### config.mk
export PLATFORM = sky130hd
export DESIGN_NAME = bus_condition_monitor
export DESIGN_NICKNAME = d
export VERILOG_FILES = /design/src/rtl/controller_pkg.sv /design/src/rtl/bus_timer.sv /design/src/rtl/bus_condition_monitor.sv
export SDC_FILE = /design/constraint.sdc
export NUM_CORES = 1
export LEC_CHECK = 0
export CAP_MARGIN = 20
export CORE_UTILIZATION = 45
export CTS_BUF_LIST = sky130_fd_sc_hd__clkbuf_4 sky130_fd_sc_hd__clkbuf_8 sky130_fd_sc_hd__clkbuf_16
export DETAILED_ROUTE_END_ITERATION = 6
export GPL_ROUTABILITY_DRIVEN = 0
export PLACE_DENSITY = 0.81
export SETUP_SLACK_MARGIN = 0.1
export SYNTH_ARGS = -nofsm -noshare
export SYNTH_HDL_FRONTEND = slang
export SYNTH_SLANG_ARGS = --single-unit
### constraint.sdc
create_clock -name clk_i -period 3.2 [get_ports clk_i]
set_clock_uncertainty 0.2 [all_clocks]
set_input_delay 0.64 -clock clk_i [delete_from_list [all_inputs] [get_ports clk_i]]
set_output_delay 0.64 -clock clk_i [all_outputs]
set_load 0.05 [all_outputs]
### src/rtl/controller_pkg.sv
// Shared types and widths for the bus controller: bus state encoding and the
// width of the high-time counter and the t_bus_* threshold fields.
package controller_pkg;

    localparam int BusCntWidth = 20;

    typedef enum logic {
        BusIdle = 1'b0,
        BusBusy = 1'b1
    } bus_state_e;

endpackage

### src/rtl/bus_timer.sv
// Saturating up-counter for bus high time; clear has priority over increment.
import controller_pkg::*;

module bus_timer #(
    parameter int CntWidth = BusCntWidth
) (
    input  logic                clk_i,
    input  logic                rst_i,
    input  logic                clear_i,
    input  logic                inc_i,
    output logic [CntWidth-1:0] cnt_o
);

    always_ff @(posedge clk_i or posedge rst_i) begin
        if (rst_i) begin
            cnt_o <= '0;
        end else if (clear_i) begin
            cnt_o <= '0;
        end else if (inc_i && (cnt_o != '1)) begin
            cnt_o <= cnt_o + CntWidth'(1);
        end
    end

endmodule

### src/rtl/bus_condition_monitor.sv
// Watches synchronized SCL/SDA for START/repeated START/STOP, tracks bus busy
// and times continuous bus-high against Bus Free/Available/Idle thresholds.
import controller_pkg::*;

module bus_condition_monitor #(
    parameter int CntWidth = BusCntWidth
) (
    input  logic                clk_i,
    input  logic                rst_i,
    input  logic                enable_i,
    input  logic                scl_i,
    input  logic                sda_i,
    input  logic [CntWidth-1:0] t_bus_free_i,
    input  logic [CntWidth-1:0] t_bus_available_i,
    input  logic [CntWidth-1:0] t_bus_idle_i,
    output logic                start_det_o,
    output logic                rstart_det_o,
    output logic                stop_det_o,
    output logic                bus_busy_o,
    output logic                bus_free_o,
    output logic                bus_available_o,
    output logic                bus_idle_o,
    output logic [CntWidth-1:0] high_cnt_o
);

    logic       scl_q;
    logic       sda_q;
    logic       start_cond;
    logic       stop_cond;
    logic       cnt_clear;
    bus_state_e state_q;
    bus_state_e state_d;

    logic [CntWidth-1:0] teff_free;
    logic [CntWidth-1:0] teff_available;
    logic [CntWidth-1:0] teff_idle;

    // Line samples run even when disabled so re-enabling never sees a stale edge.
    always_ff @(posedge clk_i or posedge rst_i) begin
        if (rst_i) begin
            scl_q <= 1'b1;
            sda_q <= 1'b1;
        end else begin
            scl_q <= scl_i;
            sda_q <= sda_i;
        end
    end

    assign start_cond = scl_q & scl_i & sda_q & ~sda_i;
    assign stop_cond  = scl_q & scl_i & ~sda_q & sda_i;

    always_ff @(posedge clk_i or posedge rst_i) begin
        if (rst_i) begin
            state_q <= BusIdle;
        end else begin
            state_q <= state_d;
        end
    end

    always_comb begin
        state_d = state_q;
        if (!enable_i) begin
            state_d = BusIdle;
        end else begin
            unique case (state_q)
                BusIdle: if (start_cond) state_d = BusBusy;
                BusBusy: if (stop_cond)  state_d = BusIdle;
                default: state_d = BusIdle;
            endcase
        end
    end

    always_ff @(posedge clk_i or posedge rst_i) begin
        if (rst_i) begin
            start_det_o  <= 1'b0;
            rstart_det_o <= 1'b0;
            stop_det_o   <= 1'b0;
        end else begin
            start_det_o  <= enable_i & start_cond & (state_q == BusIdle);
            rstart_det_o <= enable_i & start_cond & (state_q == BusBusy);
            stop_det_o   <= enable_i & stop_cond;
        end
    end

    assign bus_busy_o = (state_q == BusBusy);

    // The sample that completes a STOP already counts as the first high cycle.
    assign cnt_clear = ~enable_i | ~scl_i | ~sda_i | (state_d == BusBusy);

    bus_timer #(
        .CntWidth (CntWidth)
    ) u_bus_timer (
        .clk_i   (clk_i),
        .rst_i   (rst_i),
        .clear_i (cnt_clear),
        .inc_i   (1'b1),
        .cnt_o   (high_cnt_o)
    );

    // A zero threshold behaves as one so no flag can be set straight out of reset.
    assign teff_free      = (t_bus_free_i == '0)      ? CntWidth'(1) : t_bus_free_i;
    assign teff_available = (t_bus_available_i == '0) ? CntWidth'(1) : t_bus_available_i;
    assign teff_idle      = (t_bus_idle_i == '0)      ? CntWidth'(1) : t_bus_idle_i;

    assign bus_free_o      = enable_i & ~bus_busy_o & (high_cnt_o >= teff_free);
    assign bus_available_o = enable_i & ~bus_busy_o & (high_cnt_o >= teff_available);
    assign bus_idle_o      = enable_i & ~bus_busy_o & (high_cnt_o >= teff_idle);

endmodule

==> impl_metrics.ini, run 1 <==
[die]
num_rows = 29
die_w_um = 83.3
core-area_um2 = 6350
die_h_um = 83.3
die_area_um2 = 6940
ioPinCount = 92
start_util_pct = 46.9

[logic_synthesis]
ys_ff_latch = 26
yosysWarnings = 0
synth_area_um2 = 2980
synthFlopType = dfrtp_1
synth_nets = 501
synth-async-reset-ratio_pct = 100
synthXorXnorAreaFrac_pct = 0
synth.avg_cell_area_um2 = 7.94
synth-adder-area-share_pct = 25.6
synth-simple-area-share_pct = 24.8
ys_top_cells_by_area = ha_1, dfrtp_1, inv_1
synth_mux_area_share_pct = 0.673
yosysTopAreaCellShare_pct = 25.6
synth_top_family_by_area = adder cells
synth-seq-area-share_pct = 21.9
synth_cell_types = 41
synth_compound_area_share_pct = 18.6
synth_cells = 375
yosysTopAreaCell = ha_1
synth_enable_flop_cells = 0

[routing]
dr_wl_met2_um = 4960
ant_nets = 0
dr_total_vias = 3408
drtIter0Drc = 196
wl_met1_um = 3810
top_layer = met4
route.met3.wl_um = 581
drtPass1Iterations = 4
drc = 0
routed_wirelength_um = 9620
vias_per_cell = 5.92
wl_per_cell_um = 16.7

[layout]
n_antenna_cell = 0
regArea_um2 = 653
fill_cells = 509
multi_input_area_um2 = 2280
drive_gt1_share_pct = 21.4
nNetsFinal = 626
area_delta_synth_final_pct = 47.7
final_cell_mix = inv_1, ha_1, clkdlybuf4s50_1
layout_commonest_cell = inv_1

[sta]
hold_viol = 0
period_minus_slack_ns = 3.40
slew_headroom_pct = 60.3
setup_slack_ns = -0.201
worstMarginPinSlew_ns = 0.594
rsz0062_at_grt = yes
fmax_ghz = 0.294
fin_hold_ws_ns = 0.362
slew_viol_final = 0
min_period_over_period_pct = 106
setup_viol = 3
fin_tns_setup_ns = -0.384

[run_status]
outcome = finished, violations left
violations = negative setup slack

[clocking]
holdBufCountCts = 0
cts_setup_buffers = 0
numCtsBuffers = 3
clk_pin_slew_ns = 0.09
ctsLongestPathBuffers = 2
cts_tree = done
root_buffer = clkbuf_8
cts.sinks = 26
insertion_delay_ns = 0.27
h-tree-depth = 1

[setup_path]
cp.required_ns = 2.36
worst-path-buf-inv = 2
worstPathArrival_ns = 2.56
crit_path_top_delay_cell = ha_1
end_kind = output port
crit_family = compound AO/OA/AOI/OAI gates
cpPeakStageDelay_ns = 0.30
crit_chain = clkdlybuf4s15_2, nor4_2, nand4_1, o41ai_2, ha_1, nor2b_1, o21ai_1, a41oi_2, o211ai_1, buf_4
path_class = in2out
worstPathMaxFanout = 2
start_kind = input pin

[global_routing]
grt_overflow = 0
grt_antenna_before_repair = 0
grt_pass1_wl_um = 15800
grt_max_degree = 27
grt_pass1_vias = 3486
gr-usage-all-layers_pct = 27.9

[pwr]
power.leakage_nw = 2.13
ir_drop_uv = 191
power_density_nw_per_um2 = 180

[hold_path]
hp-class = reg2reg

[place]
io_buffers = 91
dp_hpwl_um = 7450

[run]
cap_violations = 0
[report_power, final]
part           internal (mW)  switching, mW  total [mW]  leakage, nW
clock network          0.110          0.108       0.218       0.0288
registers              0.332        0.00483       0.337        0.355
logic                  0.122          0.114       0.236         1.74
[final timing paths]
check	start	endpoint	slack [ns]	depth (start not counted)
max in group asynchronous	rst_i	scl_q	1.98	3
setup / recovery	t_bus_available_i[18]	bus_available_o	-0.20	10
min in group asynchronous	rst_i	start_det_o	0.52	3
hold reg to reg	sda_q	start_det_o	0.36	1
hold / removal	sda_q	start_det_o	0.36	1
setup reg to reg	u_bus_timer.cnt_o[1]	u_bus_timer.cnt_o[18]	0.68	5
[flip-flops by register name, indices dropped and copies added, names as in the netlist]
| register | cells |
|---|---|
| u_bus_timer.cnt_o | 20 |
| start_det_o | 1 |
| bus_busy_o | 1 |
| sda_q | 1 |
| rstart_det_o | 1 |
| stop_det_o | 1 |
| scl_q | 1 |
[cell families after synthesis]
logic type / count (synthesis)
AOI/OAI and AO/OA: 88
adders and majority gates: 61
buffers and inverters: 66
DFF: 26
muxes: 2
and+or+nand+nor: 132
[per-layer routing]
layer	GRT usage, %	vias up
met1	30.6	1587
met5	0	-
met3	5.47	35
met4	8.62	0
li1	-	1641
met2	53.3	145
[synth_stat cells, types with 2 or more instances]
| library cell | count |
|---|---|
| a2111o_1 | 2 |
| a211oi_1 | 3 |
| a21boi_0 | 4 |
| a21oi_1 | 34 |
| a31oi_1 | 5 |
| a41oi_1 | 3 |
| and3_1 | 5 |
| clkbuf_1 | 3 |
| dfrtp_1 | 24 |
| dfstp_2 | 2 |
| ha_1 | 61 |
| inv_1 | 62 |
| mux2i_1 | 2 |
| nand2_1 | 31 |
| nand2b_1 | 3 |
| nand3_1 | 20 |
| nand3b_1 | 3 |
| nand4_1 | 14 |
| nand4_2 | 2 |
| nor2_1 | 15 |
| nor2b_1 | 4 |
| nor3_1 | 4 |
| nor3b_1 | 2 |
| nor4_1 | 13 |
| o211ai_1 | 3 |
| o21ai_0 | 15 |
| o31ai_1 | 10 |
| o41ai_1 | 6 |
| or3_1 | 2 |
| or4_1 | 7 |
[worst register-to-register path, cell delays in order (launching register included)]
cell	delay, ns
dfrtp_1	0.54
ha_1	0.36
nand4_2	0.20
or3_4	0.47
or4b_1	0.51
o211a_1	0.13
[cell type report]
cell class	count	share of cell area (%)
Multi-Input combinational cell	283	52.0
Timing Repair Buffer	124	24.4
Sequential cell	26	14.9
Inverter	62	5.29
Tap cell	77	2.19
Clock buffer	4	1.25
[through the flow]
step | power (mW) | area (um^2) | setup slack, ns | std cells | util [%]
final | 0.791 | 4400 | -0.201 | 576 | 69.2
after global routing | 0.830 | 4400 | -0.316 | 576 | 69.2
after CTS | 0.784 | 4350 | -0.248 | 576 | 68.6
after detailed placement | 0.568 | 4230 | -0.684 | 572 | 66.6
after global placement | 0.560 | 4230 | -0.670 | 572 | 66.6
after floorplan | 0.422 | 3000 | -0.0954 | 375 | -
[timing repair]
item / CTS / global route
pin swaps: 31 / 24
setup endpoints to repair: 3 / 3
gates resized for setup: 203 / 18
No activity file was read; power rests on OpenSTA's default activity.
==> inputs of run 2 (changes only) <==
- CTS_CLUSTER_SIZE: default -> 10
==> results of run 2 <==
The final DEF is identical to that of run 1; final timing and power are the same.
